**src/rtl/alu_mac_sequencer_pkg.sv**
```systemverilog
// Shared definitions for the ALU-driven dot-product sequencer: ALU opcodes,
// the ALU width and the sequencer state encoding.
package alu_mac_sequencer_pkg;

  localparam int ALU_W = 16;

  typedef logic [2:0] alu_op_t;

  localparam alu_op_t ALU_ADD   = 3'b000;
  localparam alu_op_t ALU_MUL   = 3'b001;
  localparam alu_op_t ALU_SUB   = 3'b010;
  localparam alu_op_t ALU_M8Z   = 3'b011;
  localparam alu_op_t ALU_MOV13 = 3'b100;
  localparam alu_op_t ALU_MOV02 = 3'b101;
  localparam alu_op_t ALU_ZERO  = 3'b110;

  typedef enum logic [2:0] {
    S_IDLE,
    S_CLR,
    S_FETCH,
    S_MUL,
    S_ACC,
    S_DEC,
    S_DONE
  } state_t;

  // Only ADD, MUL, SUB and ZERO are ever put on the ALU by this block.
  function automatic logic op_is_issued(alu_op_t op);
    return (op == ALU_ADD) || (op == ALU_MUL) || (op == ALU_SUB) || (op == ALU_ZERO);
  endfunction

endpackage

```
**src/rtl/alu_mac_sequencer.sv**
```systemverilog
// Dot-product sequencer: fetches operand pairs over req/valid and computes
// sum(A*B) mod 2^WIDTH by driving an external combinational ALU.
module alu_mac_sequencer
  import alu_mac_sequencer_pkg::*;
#(
  parameter int WIDTH = ALU_W,
  parameter int LEN_W = 16
) (
  input  logic             clk,
  input  logic             rst_n,
  input  logic             start,
  input  logic [LEN_W-1:0] LEN,
  output logic             op_req,
  input  logic             op_valid,
  input  logic [WIDTH-1:0] OPA_IN,
  input  logic [WIDTH-1:0] OPB_IN,
  output logic [WIDTH-1:0] ALU_IN1,
  output logic [WIDTH-1:0] ALU_IN2,
  output logic [2:0]       CTRL,
  input  logic [WIDTH-1:0] ALU_OUT,
  input  logic             z,
  output logic             busy,
  output logic             done,
  output logic [WIDTH-1:0] RESULT
);

  state_t state_reg, state_next;

  logic [WIDTH-1:0] acc_reg;
  logic [WIDTH-1:0] prod_reg;
  logic [LEN_W-1:0] cnt_reg;
  logic [WIDTH-1:0] a_reg;
  logic [WIDTH-1:0] b_reg;
  logic [WIDTH-1:0] result_reg;

  // State register
  always_ff @(posedge clk or negedge rst_n) begin
    if (!rst_n) begin
      state_reg <= S_IDLE;
    end else begin
      state_reg <= state_next;
    end
  end

  // Next-state logic; the loop exit comes from the ALU z flag on the decrement
  always_comb begin
    state_next = state_reg;
    case (state_reg)
      S_IDLE:  if (start) state_next = S_CLR;
      S_CLR:   state_next = (cnt_reg == '0) ? S_DONE : S_FETCH;
      S_FETCH: if (op_valid) state_next = S_MUL;
      S_MUL:   state_next = S_ACC;
      S_ACC:   state_next = S_DEC;
      S_DEC:   state_next = z ? S_DONE : S_FETCH;
      S_DONE:  state_next = S_IDLE;
      default: state_next = S_IDLE;
    endcase
  end

  // Datapath registers; every arithmetic result is taken from ALU_OUT
  always_ff @(posedge clk or negedge rst_n) begin
    if (!rst_n) begin
      acc_reg    <= '0;
      prod_reg   <= '0;
      cnt_reg    <= '0;
      a_reg      <= '0;
      b_reg      <= '0;
      result_reg <= '0;
    end else begin
      case (state_reg)
        S_IDLE: begin
          if (start) cnt_reg <= LEN;
        end
        S_CLR: begin
          acc_reg <= ALU_OUT;
          if (cnt_reg == '0) result_reg <= '0;
        end
        S_FETCH: begin
          if (op_valid) begin
            a_reg <= OPA_IN;
            b_reg <= OPB_IN;
          end
        end
        S_MUL: begin
          prod_reg <= ALU_OUT;
        end
        S_ACC: begin
          acc_reg <= ALU_OUT;
        end
        S_DEC: begin
          cnt_reg <= LEN_W'(ALU_OUT);
          if (z) result_reg <= acc_reg;
        end
        default: begin
        end
      endcase
    end
  end

  // Output logic: ALU drive and handshake/status flags
  always_comb begin
    ALU_IN1 = '0;
    ALU_IN2 = '0;
    CTRL    = ALU_ZERO;
    op_req  = 1'b0;
    done    = 1'b0;
    busy    = (state_reg != S_IDLE);
    case (state_reg)
      S_FETCH: op_req = 1'b1;
      S_MUL: begin
        ALU_IN1 = a_reg;
        ALU_IN2 = b_reg;
        CTRL    = ALU_MUL;
      end
      S_ACC: begin
        ALU_IN1 = acc_reg;
        ALU_IN2 = prod_reg;
        CTRL    = ALU_ADD;
      end
      S_DEC: begin
        ALU_IN1 = WIDTH'(cnt_reg);
        ALU_IN2 = WIDTH'(1);
        CTRL    = ALU_SUB;
      end
      S_DONE: done = 1'b1;
      default: begin
      end
    endcase
  end

  assign RESULT = result_reg;

endmodule

```
**config.mk**
```make
export PLATFORM = sky130hd
export DESIGN_NAME = alu_mac_sequencer
export DESIGN_NICKNAME = d
export VERILOG_FILES = /design/src/rtl/alu_mac_sequencer_pkg.sv /design/src/rtl/alu_mac_sequencer.sv
export SDC_FILE = /design/constraint.sdc
export NUM_CORES = 1
export LEC_CHECK = 0
export CAP_MARGIN = 20
export CORE_MARGIN = 3
export CORE_UTILIZATION = 30
export DETAILED_ROUTE_END_ITERATION = 8
export GPL_ROUTABILITY_DRIVEN = 0
export SLEW_MARGIN = 10
export SYNTH_ARGS = -nofsm -noshare
export SYNTH_HDL_FRONTEND = slang
export SYNTH_SLANG_ARGS = --single-unit
```
**constraint.sdc**
```tcl
create_clock -name clk -period 5.2 [get_ports clk]
set_input_delay 1.04 -clock clk [delete_from_list [all_inputs] [get_ports clk]]
set_output_delay 1.04 -clock clk [all_outputs]
set_load 0.1 [all_outputs]
```
==> run_results.csv <==
group,metric,value,unit
synth,synth_warnings,0,
synth,synth_compound_area_share,7.02,%
sta,rsz0062_at_grt,"no",
route,drt-initial-drc-count,129,
synth,synth_common_cells,"99 x dfrtp_1, 62 x mux2_2, 48 x mux2i_1",
finish,fin_util,42.0,%
worst_setup_path,cpPeakStageDelay,0.68,ns
synth,netlist_area,4530,um^2
worst_setup_path,critical_path.cell_chain,"nand2_1 > nor2_4 > buf_4 > a22o_1 > buf_4",
worst_setup_path,startpoint_type,"register",
clock_network,cts_resized,0,
synth,synth_area_leaders,"dfrtp_1 55%, mux2_2 15%, mux2i_1 11%, nor2_1 3.1%, a22o_1 2.9%",
grt,grt_pass1_vias,3441,
route,drt-total-wl,12.6,mm
worst_setup_path,r2r_setup_slack,2.98,ns
synth,synth_edf_count,0,
job,max_cap_violations,0,
synth,syn_nets,432,
finish,layout.nets,549,
worst_setup_path,cp-end-kind,"output pin",
clock_network,cts_buffers,9,
hold_path,hold_depth,1,
finish,syn_to_final_growth,35.9,%
synth,ys_types,32,
finish,layout.cells.non_filler,669,
route,wl_per_cell,18.8,um
sta,hold_violations,0,
worst_setup_path,timing.rr.end,"acc_reg[1]$_DFFE_PN0P_",
finish,drive_gt1_share,26.2,%
synth,synth_xor_area_share,0.193,%
die,die_w,129,um
sta,worst_pin_slew,1.04,ns
synth,ys_seq_area_share,54.7,%
worst_setup_path,regToRegStartpoint,"state_reg[0]$_DFFE_PN0P_",
worst_setup_path,critPathKind,"register to output pin",
worst_setup_path,cp.required,4.16,ns
sta,skew,0.00668,ns
synth,synth_top_area_share,54.7,%
finish,diodes,0,
synth,postSynthCellCount,363,
clock_network,clock_sinks,99,
sta,finalCritPeriodShare,69.2,%
worst_setup_path,cp_slowest_cell,"nor2_4",
hold_path,min_to,"a_reg[14]$_DFFE_PN0P_",
worst_setup_path,cp_common_cell,"buf_4",
sta,fin_crit,3.60,ns
sta,slew_viol_final,0,
sta,setup_violations,0,
synth,syn_avg_cell_area,12.5,um^2
worst_setup_path,cp_max_fo,35,
finish,multi_input_area,1910,um^2
die,start_util,30.9,%
outcome,status,"completed",
route,antenna_left,0,
route,firstDrtPassIters,4,
die,die_area,16600,um^2
clock_network,clockBufferDepth,2,
clock_network,clk_pin_slew,0.07,ns
clock_network,cts_setup_buffers,0,
grt,antenna_found_initial,0,
hold_path,min_path_type,"register to register",
synth,synth_top_flop_cell,"dfrtp_1",
synth,synthArstFlopShare,100,%
synth,synth_adder_area_share,0,%
grt,grt_max_degree,62,
sta,fin_tns_setup,0,ns
placed_design,dp_hpwl,8.95,mm
worst_setup_path,crit_arrival,2.56,ns
synth,synth_top_family_by_area,"multiplexers",
die,core,14600,um^2
grt,grt_first_pass_wirelength,19.7,mm
route,via_per_inst,4.78,
finish,seqCellArea,2480,um^2
synth,yosysMostFrequentCell,"dfrtp_1",
clock_network,cts_hold_buf,0,
finish,fill_cells,1396,
grt,grt.total_usage,15.9,%
synth,synth-seq-cells,99,
synth,synth.area.mux_share,26.5,%
route,vias,3198,
clock_network,clkLatencyLatePin,0.35,ns
sta,relSlewSlack,30.5,%
grt,overflow,0,
die,die_h,129,um
hold_path,hp-start,"a_reg[14]$_DFFE_PN0P_",
worst_setup_path,rr_worst_depth,4,
clock_network,cts_max_level,3,
die,fp-row-count,44,
die,ios,123,
clock_network,tritoncts,"built",
synth,netlist.top_cell.by_area,"dfrtp_1",
placed_design,placed_cells,652,
synth,synthSimpleGateAreaFrac,8.18,%
placed_design,io_buffers,122,
clock_network,cts-root-buf,"clkbuf_16",
sta,fmax,278,MHz
route,drc,0,
-- cells by family (layout without fill, tap and decap cells) --
kind of cell | after synthesis | count (layout)
AO/OA/AOI/OAI | 51 | 51
XOR/XNOR | 1 | 1
buffers and inverters | 25 | 147
flip-flops | 99 | 99
multiplexers | 112 | 112
AND/OR/NAND/NOR | 75 | 75
-- cell usage in the layout, fill, tap and decap left out --
cell type,count
a21o_1,1
a21oi_1,17
a22o_1,15
and2b_1,1
buf_4,41
buf_6,1
bufinv_16,3
clkbuf_1,1
clkbuf_16,9
clkbuf_8,1
clkdlybuf4s50_1,86
clkinv_2,2
dfrtp_1,99
inv_1,3
mux2_1,2
mux2_2,62
mux2i_1,48
nand2_1,22
nand3_2,1
nand4_1,1
nor2_1,37
nor2_2,1
nor2_4,1
nor2_8,1
nor3_1,1
nor3_4,1
nor3b_1,1
nor4_1,3
nor4_4,1
nor4b_2,1
o21ai_0,17
o22a_1,1
or3_1,1
or3_4,1
xnor2_1,1
-- per-layer routing --
metal	GRT usage, %	vias to the layer above	wire length (um)
li1	-	1525	-
met1	20.5	1567	5600
met2	25.5	87	6040
met3	4.98	19	682
met4	5.00	0	248
met5	0	-	0
-- worst max-delay path: cells and delay by family, from the launching register on --
family,cells,cell delay (ns)
and+or+nand+nor,2,0.82
buffers and inverters,2,0.67
DFF,1,0.50
AOI/OAI and AO/OA,1,0.19
-- how the worst max path moves through the flow --
stage / from / endpoint / slack (ns) / depth (start not counted)
2_1_floorplan: state_reg[0]$_DFFE_PN0P_ / ALU_IN1[0] / 1.05 / 4
3_3_place_gp: state_reg[2]$_DFFE_PN0P_ / ALU_IN1[6] / 2.02 / 5
3_5_place_dp: state_reg[1]$_DFFE_PN0P_ / ALU_IN1[6] / 1.92 / 6
4_1_cts: state_reg[1]$_DFFE_PN0P_ / ALU_IN2[5] / 1.52 / 5
5_1_grt: state_reg[1]$_DFFE_PN0P_ / ALU_IN1[6] / 1.40 / 6
6_report: state_reg[1]$_DFFE_PN0P_ / ALU_IN2[12] / 1.60 / 5
-- per-stage QoR --
stage	setup WS (ns)	cell area (um^2)	hold slack (ns)
finish	1.60	6150	0.498
global route	1.40	6150	0.505
CTS	1.52	6140	0.497
detailed placement	1.92	5800	0.481
global placement	2.02	5800	0.478
floorplan	1.05	4530	0.458
-- cell type report --
type	instances	share of cell area, %
inverters	3	0.183
multi-input cells	239	31.1
clock buffers	11	3.94
flip-flops and latches	99	40.3
repair buffers	128	19.2
clock inverters	5	1.63
well taps	184	3.74
Power is left out: the tool's default activity adds up to more than one toggle a clock period on the data nets, which glitch-free logic cannot reach.
